==> src/rtl/nibble_serial_add_sequencer_pkg.sv <==
// Shared definitions for the nibble-serial add/subtract sequencer:
// nibble width and the sequencer state encoding.
package nibble_serial_add_sequencer_pkg;

    localparam int NIBBLE_W = 4;

    typedef enum logic [1:0] {
        IDLE = 2'd0,
        RUN  = 2'd1,
        DONE = 2'd2
    } state_e;

endpackage

==> src/rtl/nibble_serial_add_sequencer_cla.sv <==
// Purely combinational 4-bit carry-look-ahead adder used once per nibble step.
module cla_nibble_adder
    import nibble_serial_add_sequencer_pkg::*;
(
    input  logic [NIBBLE_W-1:0] a,
    input  logic [NIBBLE_W-1:0] b,
    input  logic                cin,
    output logic [NIBBLE_W-1:0] sum,
    output logic                cout
);

    logic [NIBBLE_W-1:0] g;
    logic [NIBBLE_W-1:0] p;
    logic [NIBBLE_W-1:0] c;

    assign g = a & b;
    assign p = a ^ b;

    // Every carry is flattened to generate/propagate terms of the nibble inputs.
    assign c[0] = cin;
    assign c[1] = g[0] | (p[0] & cin);
    assign c[2] = g[1] | (p[1] & g[0]) | (p[1] & p[0] & cin);
    assign c[3] = g[2] | (p[2] & g[1]) | (p[2] & p[1] & g[0]) | (p[2] & p[1] & p[0] & cin);
    assign cout = g[3] | (p[3] & g[2]) | (p[3] & p[2] & g[1]) | (p[3] & p[2] & p[1] & g[0])
                | (p[3] & p[2] & p[1] & p[0] & cin);

    assign sum = p ^ c;

endmodule

==> src/rtl/nibble_serial_add_sequencer.sv <==
// Serial add/subtract engine: one 4-bit CLA step per cycle over WIDTH/4 nibbles,
// with a valid/ready request side and a valid/ready result side.
module nibble_serial_add_sequencer
    import nibble_serial_add_sequencer_pkg::*;
#(
    parameter int WIDTH = 16
) (
    input  logic             clk,
    input  logic             rst_n,
    input  logic             in_valid,
    output logic             in_ready,
    input  logic [WIDTH-1:0] a,
    input  logic [WIDTH-1:0] b,
    input  logic             sub,
    input  logic             cin,
    output logic             out_valid,
    input  logic             out_ready,
    output logic [WIDTH-1:0] sum,
    output logic             cout,
    output logic             ovf
);

    localparam int N     = WIDTH / NIBBLE_W;
    localparam int IDX_W = (N > 1) ? $clog2(N) : 1;
    localparam logic [IDX_W-1:0] LAST_IDX = IDX_W'(N - 1);

    state_e             state_q, state_d;
    logic [WIDTH-1:0]   a_q, a_d;
    logic [WIDTH-1:0]   b_q, b_d;
    logic [WIDTH-1:0]   sum_q, sum_d;
    logic               carry_q, carry_d;
    logic               cout_q, cout_d;
    logic               ovf_q, ovf_d;
    logic [IDX_W-1:0]   idx_q, idx_d;

    logic [NIBBLE_W-1:0] nib_a;
    logic [NIBBLE_W-1:0] nib_b;
    logic [NIBBLE_W-1:0] nib_sum;
    logic                nib_cout;

    assign nib_a = a_q[int'(idx_q) * NIBBLE_W +: NIBBLE_W];
    assign nib_b = b_q[int'(idx_q) * NIBBLE_W +: NIBBLE_W];

    cla_nibble_adder u_cla (
        .a    (nib_a),
        .b    (nib_b),
        .cin  (carry_q),
        .sum  (nib_sum),
        .cout (nib_cout)
    );

    // Next-state and datapath updates for the IDLE/RUN/DONE sequence.
    always_comb begin
        state_d = state_q;
        a_d     = a_q;
        b_d     = b_q;
        sum_d   = sum_q;
        carry_d = carry_q;
        cout_d  = cout_q;
        ovf_d   = ovf_q;
        idx_d   = idx_q;
        case (state_q)
            IDLE: begin
                if (in_valid) begin
                    // Subtraction is folded into addition of ~b with carry-in 1.
                    a_d     = a;
                    b_d     = sub ? ~b : b;
                    carry_d = sub ? 1'b1 : cin;
                    idx_d   = '0;
                    sum_d   = '0;
                    cout_d  = 1'b0;
                    ovf_d   = 1'b0;
                    state_d = RUN;
                end else begin
                    state_d = IDLE;
                end
            end
            RUN: begin
                sum_d[int'(idx_q) * NIBBLE_W +: NIBBLE_W] = nib_sum;
                carry_d = nib_cout;
                if (idx_q == LAST_IDX) begin
                    // Carry into the MSB is recovered from the top nibble's sum bit.
                    idx_d   = '0;
                    cout_d  = nib_cout;
                    ovf_d   = nib_cout ^ (nib_sum[NIBBLE_W-1] ^ nib_a[NIBBLE_W-1] ^ nib_b[NIBBLE_W-1]);
                    state_d = DONE;
                end else begin
                    idx_d   = idx_q + 1'b1;
                    state_d = RUN;
                end
            end
            DONE: begin
                if (out_ready) begin
                    state_d = IDLE;
                end else begin
                    state_d = DONE;
                end
            end
            default: begin
                state_d = IDLE;
            end
        endcase
    end

    // State and datapath registers, cleared asynchronously.
    always_ff @(posedge clk or negedge rst_n) begin
        if (!rst_n) begin
            state_q <= IDLE;
            a_q     <= '0;
            b_q     <= '0;
            sum_q   <= '0;
            carry_q <= 1'b0;
            cout_q  <= 1'b0;
            ovf_q   <= 1'b0;
            idx_q   <= '0;
        end else begin
            state_q <= state_d;
            a_q     <= a_d;
            b_q     <= b_d;
            sum_q   <= sum_d;
            carry_q <= carry_d;
            cout_q  <= cout_d;
            ovf_q   <= ovf_d;
            idx_q   <= idx_d;
        end
    end

    assign in_ready  = (state_q == IDLE);
    assign out_valid = (state_q == DONE);
    assign sum       = sum_q;
    assign cout      = cout_q;
    assign ovf       = ovf_q;

endmodule

==> config.mk <==
export PLATFORM = sky130hd
export DESIGN_NAME = nibble_serial_add_sequencer
export DESIGN_NICKNAME = d
export VERILOG_FILES = /design/src/rtl/nibble_serial_add_sequencer_pkg.sv /design/src/rtl/nibble_serial_add_sequencer_cla.sv /design/src/rtl/nibble_serial_add_sequencer.sv
export SDC_FILE = /design/constraint.sdc
export NUM_CORES = 1
export LEC_CHECK = 0
export CORE_ASPECT_RATIO = 0.75
export CORE_MARGIN = 10
export CORE_UTILIZATION = 40
export CTS_CLUSTER_DIAMETER = 30
export CTS_CLUSTER_SIZE = 10
export DETAILED_ROUTE_END_ITERATION = 12
export PLACE_DENSITY = 0.65
export SYNTH_ARGS = -nofsm -noshare
export SYNTH_HDL_FRONTEND = slang
export SYNTH_SLANG_ARGS = --single-unit
==> constraint.sdc <==
create_clock -name clk -period 7.53 [get_ports clk]
set_clock_uncertainty 0.2 [all_clocks]
set_input_delay 1.506 -clock clk [delete_from_list [all_inputs] [get_ports clk]]
set_output_delay 1.506 -clock clk [all_outputs]
set_load 0.05 [all_outputs]
[Yosys cells after proc, flatten, opt, wreduce, memory -nomap -nowiden]
Cells that the tools add are included.
Storage, ports and cells
  bits in registers: 55
  input port bits: 38
Operators by class
  bitwise logic cells: 33
  multiplexer cells: 19
  reduce and logical (&&, ||, !) cells: 5
  eq/ne operators: 5
  add/subtract/negate cells: 2
  shifts and indexed selects: 4
Operators by type and width (number)
  4-bit negator with 33-bit output: 1
  4-bit by 33-bit variable shift with 16-bit output (first input constant): 1
  4-bit by 33-bit indexed part select with 16-bit output: 1
  16-bit 2-to-1 mux: 2
  16-bit case mux with 2 select lines: 1
  16-bit by 5-bit indexed part select with 4-bit output: 2
  1-bit bitwise AND: 16
  16-bit bitwise mux: 1
  16-bit inverter: 1
  1-bit bitwise OR: 10
  2-bit 2-to-1 mux: 4
  4-bit bitwise XOR: 2
  1-bit 2-to-1 mux: 6
  1-bit case mux with 2 select lines: 3
  2-bit case mux with 3 select lines: 1
  4-bit bitwise AND: 1
  2-bit equality test (second input constant): 2
  2-bit != test (second input constant): 2
  2-bit case mux with 2 select lines: 1
  2-bit AND reduction: 2
  3-bit AND reduction: 1
  1-bit bitwise XOR: 3
  2-bit by 1-bit adder with 2-bit output (second input constant): 1
  2-bit by 1-bit equality test with 1-bit output (second input constant): 1
  other kinds (2): 2

[Longest topological paths before layout]
  depth in word-level cells: 12
  depth in mapped cells: 9
  depth with buffers taken out: 7

[Hierarchy]
Synthesis repeated with hierarchy kept, for this count alone.
Unflattened totals
  cells, all modules: 256
  area total of the unflattened synthesis: 2718.9 um^2
Modules (own cells, without submodules)
  nibble_serial_add_sequencer: cells each 239, seq. area each 1376.3 um^2, area an instance 2571.2 um^2, times used 1
  cla_nibble_adder: cells each 17, seq. area each 0.0 um^2, area an instance 147.6 um^2, times used 1

[Least setup slack after synthesis]
No wires, ideal clock.
  kind: flip-flop to flip-flop
  start point: register idx_q[0]
  end point: register ovf_q, in the netlist ovf
  setup time: 76 ps
  arrival: 2675 ps
  buffers on the path: 2
  setup slack: 4579 ps
  cell stages (with the launch flop): 10
  clock period less this slack: 2951 ps
  path through: dfrtp_1 > buf_6 > buf_2 > mux4_2 > ha_1 > a41oi_1 > o21ai_2 > xor2_2 > xnor3_1 > o21ai_1
On the way
  word-level cells in the longest chain between the ends: 12
  elaborated cells on any way between the ends: 32
  classes of those cells: 2 x eq/ne; 2 x shift; 2 x mux; 25 x bitwise; 1 x reduce/logical
Ends and longest elaborated chain
  from (decl): line nibble_serial_add_sequencer.sv:34  | logic [IDX_W-1:0] idx_q, idx_d;
  from (signal assigned): line nibble_serial_add_sequencer.sv:124  | idx_q <= idx_d;
  16-bit by 5-bit indexed part select with 4-bit output (on tied branches): line nibble_serial_add_sequencer.sv:41, nibble_serial_add_sequencer.sv:42
  4-bit bitwise XOR / 4-bit bitwise AND (equally long branches): line nibble_serial_add_sequencer_cla.sv:17, nibble_serial_add_sequencer_cla.sv:16
  1-bit bitwise AND: line nibble_serial_add_sequencer_cla.sv:23  | assign c[3] = g[2] | (p[2] & g[1]) | (p[2] & p[1] & g[0]) | (p[2] & p[1] & p[0] & cin);
  1-bit bitwise OR / 1-bit bitwise AND (equally long branches) (2 in series): line nibble_serial_add_sequencer_cla.sv:23
  1-bit bitwise OR: line nibble_serial_add_sequencer_cla.sv:23
  4-bit bitwise XOR: line nibble_serial_add_sequencer_cla.sv:27  | assign sum = p ^ c;
  1-bit bitwise XOR (3 in series): line nibble_serial_add_sequencer.sv:85  | ovf_d = nib_cout ^ (nib_sum[NIBBLE_W-1] ^ nib_a[NIBBLE_W-1] ^ nib_b[NIBBLE_W-1]);
  1-bit 2-to-1 mux: line nibble_serial_add_sequencer.sv:81  | if (idx_q == LAST_IDX) begin
  1-bit case mux with 2 select lines: line nibble_serial_add_sequencer.sv:62  | case (state_q)
  to (signal assigned): line nibble_serial_add_sequencer.sv:123  | ovf_q <= ovf_d;
  to (decl): line nibble_serial_add_sequencer.sv:33  | logic ovf_q, ovf_d;
Several ways; a longest one is shown, not always the timed one. The select of a mux whose other input is x is not followed.
A chain may end at the register's enable or synchronous reset.

[Worst setup path after layout]
  start point: register state_q[0]
  end point: output port out_valid
On the way
  word-level cells in the longest chain between the ends: 1
Ends and longest elaborated chain
  from (decl): line nibble_serial_add_sequencer.sv:27  | state_e state_q, state_d;
  from (signal assigned): line nibble_serial_add_sequencer.sv:117  | state_q <= state_d;
  2-bit equality test: line nibble_serial_add_sequencer.sv:129  | assign out_valid = (state_q == DONE);
  to (decl): line nibble_serial_add_sequencer.sv:16  | output logic out_valid,
Every way passes these cells.

==> flow_metrics.env <==
export IMPL_routabilityCongestion=0.730
export IMPL_hold_class="flop to flop"
export IMPL_drive_gt1_share_pct=6.98
export IMPL_whs_path_depth=2
export IMPL_place_ws_ns=4.18
export IMPL_fillers=611
export IMPL_ys_warn_count=0
export IMPL_critical_path_buf_inv_count=2
export IMPL_num_io_pins=58
export IMPL_cp_data_required_time_ns=5.82
export IMPL_grt_pass1_wl_mm=10.0
export IMPL_root_buffer="clkbuf_8"
export IMPL_cts_hold_fix_buffers=0
export IMPL_finalNetCount=349
export IMPL_fin_util_pct=53.8
export IMPL_slew_violations=0
export IMPL_p_per_area_nw_per_um2=487
export IMPL_drt_initial_drc_count=74
export IMPL_clockBufferDepth=2
export IMPL_setup_ws_ns=4.10
export IMPL_reg2regPathDepth=7
export IMPL_cts_reportedPaths_clkPinSlew_ns=0.09
export IMPL_routed_via_density=4.92
export IMPL_initial_utilization_pct=41.9
export IMPL_post_synth_inst_count=246
export IMPL_firstDrtPassIters=4
export IMPL_r2r_slack_ns=4.15
export IMPL_dp_hpwl_mm=4.30
export IMPL_clkLatencyLatePin_ns=0.30
export IMPL_fin_crit_ns=3.43
export IMPL_slew_limit_headroom_pct=35.5
export IMPL_max_stage_delay_ns=0.79
export IMPL_final_cell_mix="68 x nand2_1, 56 x clkdlybuf4s50_1, 55 x dfrtp_1, 20 x o21ai_0, 17 x xnor2_1"
export IMPL_cts_resized=0
export IMPL_die_h_um=90.8
export IMPL_slowest_stage="clkdlybuf4s50_1"
export IMPL_synth_edff_count=0
export IMPL_ir_drop_mv=0.235
export IMPL_syn_avg_cell_area_um2=10.9
export IMPL_clock_sinks=55
export IMPL_antenna_found_initial=0
export IMPL_cts_tree="yes"
export IMPL_ys_types=31
export IMPL_syn_area_um2=2670
export IMPL_fin_setup_tns_ns=0
export IMPL_dr_total_vias=1879
export IMPL_synth_seq_cells=55
export IMPL_path_cells="nand2b_1 -> inv_1 -> clkdlybuf4s50_1"
export IMPL_syn_to_final_growth_pct=28.4
export IMPL_hp_start="b_q[4]"
export IMPL_startpoint_type="flop"
export IMPL_cts_buffers=5
export IMPL_worstPathArrival_ns=1.73
export IMPL_cap_violations=0
export IMPL_crit_fanout=4
export IMPL_worst_setup_path_end_kind="output pin"
export IMPL_rows=25
export IMPL_die_x_um=114
export IMPL_wl_mm=5.82
export IMPL_drcViolationCount=0
export IMPL_n_antenna_cell=0
export IMPL_path_class="flop to output pin"
export IMPL_core_um2=6380
export IMPL_final_common_cell="nand2_1"
export IMPL_grt_max_degree=56
export IMPL_cts_setup_buffers=0
export IMPL_wire_per_inst_um=15.2
export IMPL_grt_pass1_vias=2076
export IMPL_grt_usage_pct=11.6
export IMPL_htreeDepth=2
export IMPL_setup_viol=0
export IMPL_status="completed"
export IMPL_critPathTopFamily="buffers and inverters"
export IMPL_fmax_mhz=291
export IMPL_min_to="b_q[4]"
export IMPL_synthFlopType="dfrtp_1"
export IMPL_seq_area_frac_synth_pct=51.5
export IMPL_hold_slack_ns=0.281
export IMPL_tightest_slew_ns=0.965
export IMPL_synthArstFlopShare_pct=100
export IMPL_rsz0062_at_grt="false"
export IMPL_r2r_start="idx_q[0]"
export IMPL_leakage_uw=0.00157
export IMPL_hold_violations=0
export IMPL_min_period_over_period_pct=45.6
export IMPL_place_port_buffers=57
export IMPL_total_power_uw=1670
export IMPL_postRouteAntennaNets=0
export IMPL_rr_endpoint="ovf"
export IMPL_grt_overflow=0
export IMPL_die_area_um2=10400
export IMPL_syn_nets=295
where the power goes:
| part | switching [uW] | total, uW | internal (uW) |
|---|---|---|---|
| logic | 529 | 924 | 395 |
| clock network | 95.2 | 228 | 133 |
| registers | 98.0 | 519 | 421 |
| total | 722 | 1670 | 949 |
metrics by stage:
step                      instance area, um^2  std cells
after floorplan                          2670        246
after global placement                   3300        374
after detailed placement                 3300        374
after CTS                                3430        382
after global routing                     3430        382
final                                    3430        382
sequential cells by signal, indices dropped and copies added (netlist names):
register,flops
idx_q,2
a_q,16
ovf,1
state_q,2
cout,1
sum,16
carry_q,1
b_q,16
how the worst max path moves through the flow:
stage,start,cells past startpoint,to,slack (ns)
after floorplan,idx_q[0],9,ovf,4.58
after global placement,sub,3,carry_q,4.25
after detailed placement,idx_q[0],7,ovf,4.18
after CTS,state_q[0],3,out_valid,4.08
after global routing,idx_q[0],7,ovf,3.95
final,state_q[0],3,out_valid,4.10
Yosys cell counts (2+ instances only):
library cell   n  area (um^2)
buf_2          6         30.0
nand2_1       68          255
nand3_1        5         25.0
o21ai_0       20          100
xnor2_1       17          149
mux4_2         7          158
and4_1         2         17.5
dfrtp_1       55         1380
ha_1          10          125
clkbuf_1       6         22.5
a21oi_1        7         35.0
nand2b_1       3         18.8
inv_1          4         15.0
a22o_1        16          140
o31ai_1        2         15.0
nor2_1         3         11.3
cells by family (layout without fill, tap and decap cells):
group | after synthesis | count (layout) | synth area share [%]
AND/OR/NAND/NOR | 85 | 85 | 13.3
XOR/XNOR | 21 | 21 | 7.96
adder cells (fa/ha/maj) | 11 | 11 | 5.43
AO/OA/AOI/OAI | 49 | 49 | 12.0
buffers and inverters | 17 | 72 | 2.95
flip-flops | 55 | 55 | 51.5
multiplexers | 8 | 8 | 6.88
tightest hold or removal path: cells and delay by family, from the launching register on:
family           cells  cell delay (ns)
AO/OA/AOI/OAI        1             0.06
flip-flops           1             0.35
AND/OR/NAND/NOR      1             0.04
per-layer routing:
layer  track usage [%]  part of all wire (%)  up-vias
met1              15.8                    49      879
met5                 0                     0        -
met3              4.05                   6.8        8
met4              2.40                  0.82        0
li1                  -                     -      949
met2              17.0                    43       43
layout make-up:
class / count / area, um^2 / area share, %
clock buffer: 6 / 72.6 / 2.12
clock inverter: 2 / 60.1 / 1.75
inverter: 4 / 15.0 / 0.438
multi-input combinational: 174 / 1220 / 35.5
sequential: 55 / 1380 / 40.1
tap: 81 / 101 / 2.95
timing repair buffer: 60 / 588 / 17.1
Note: power is estimated with default switching activity, not from simulation.
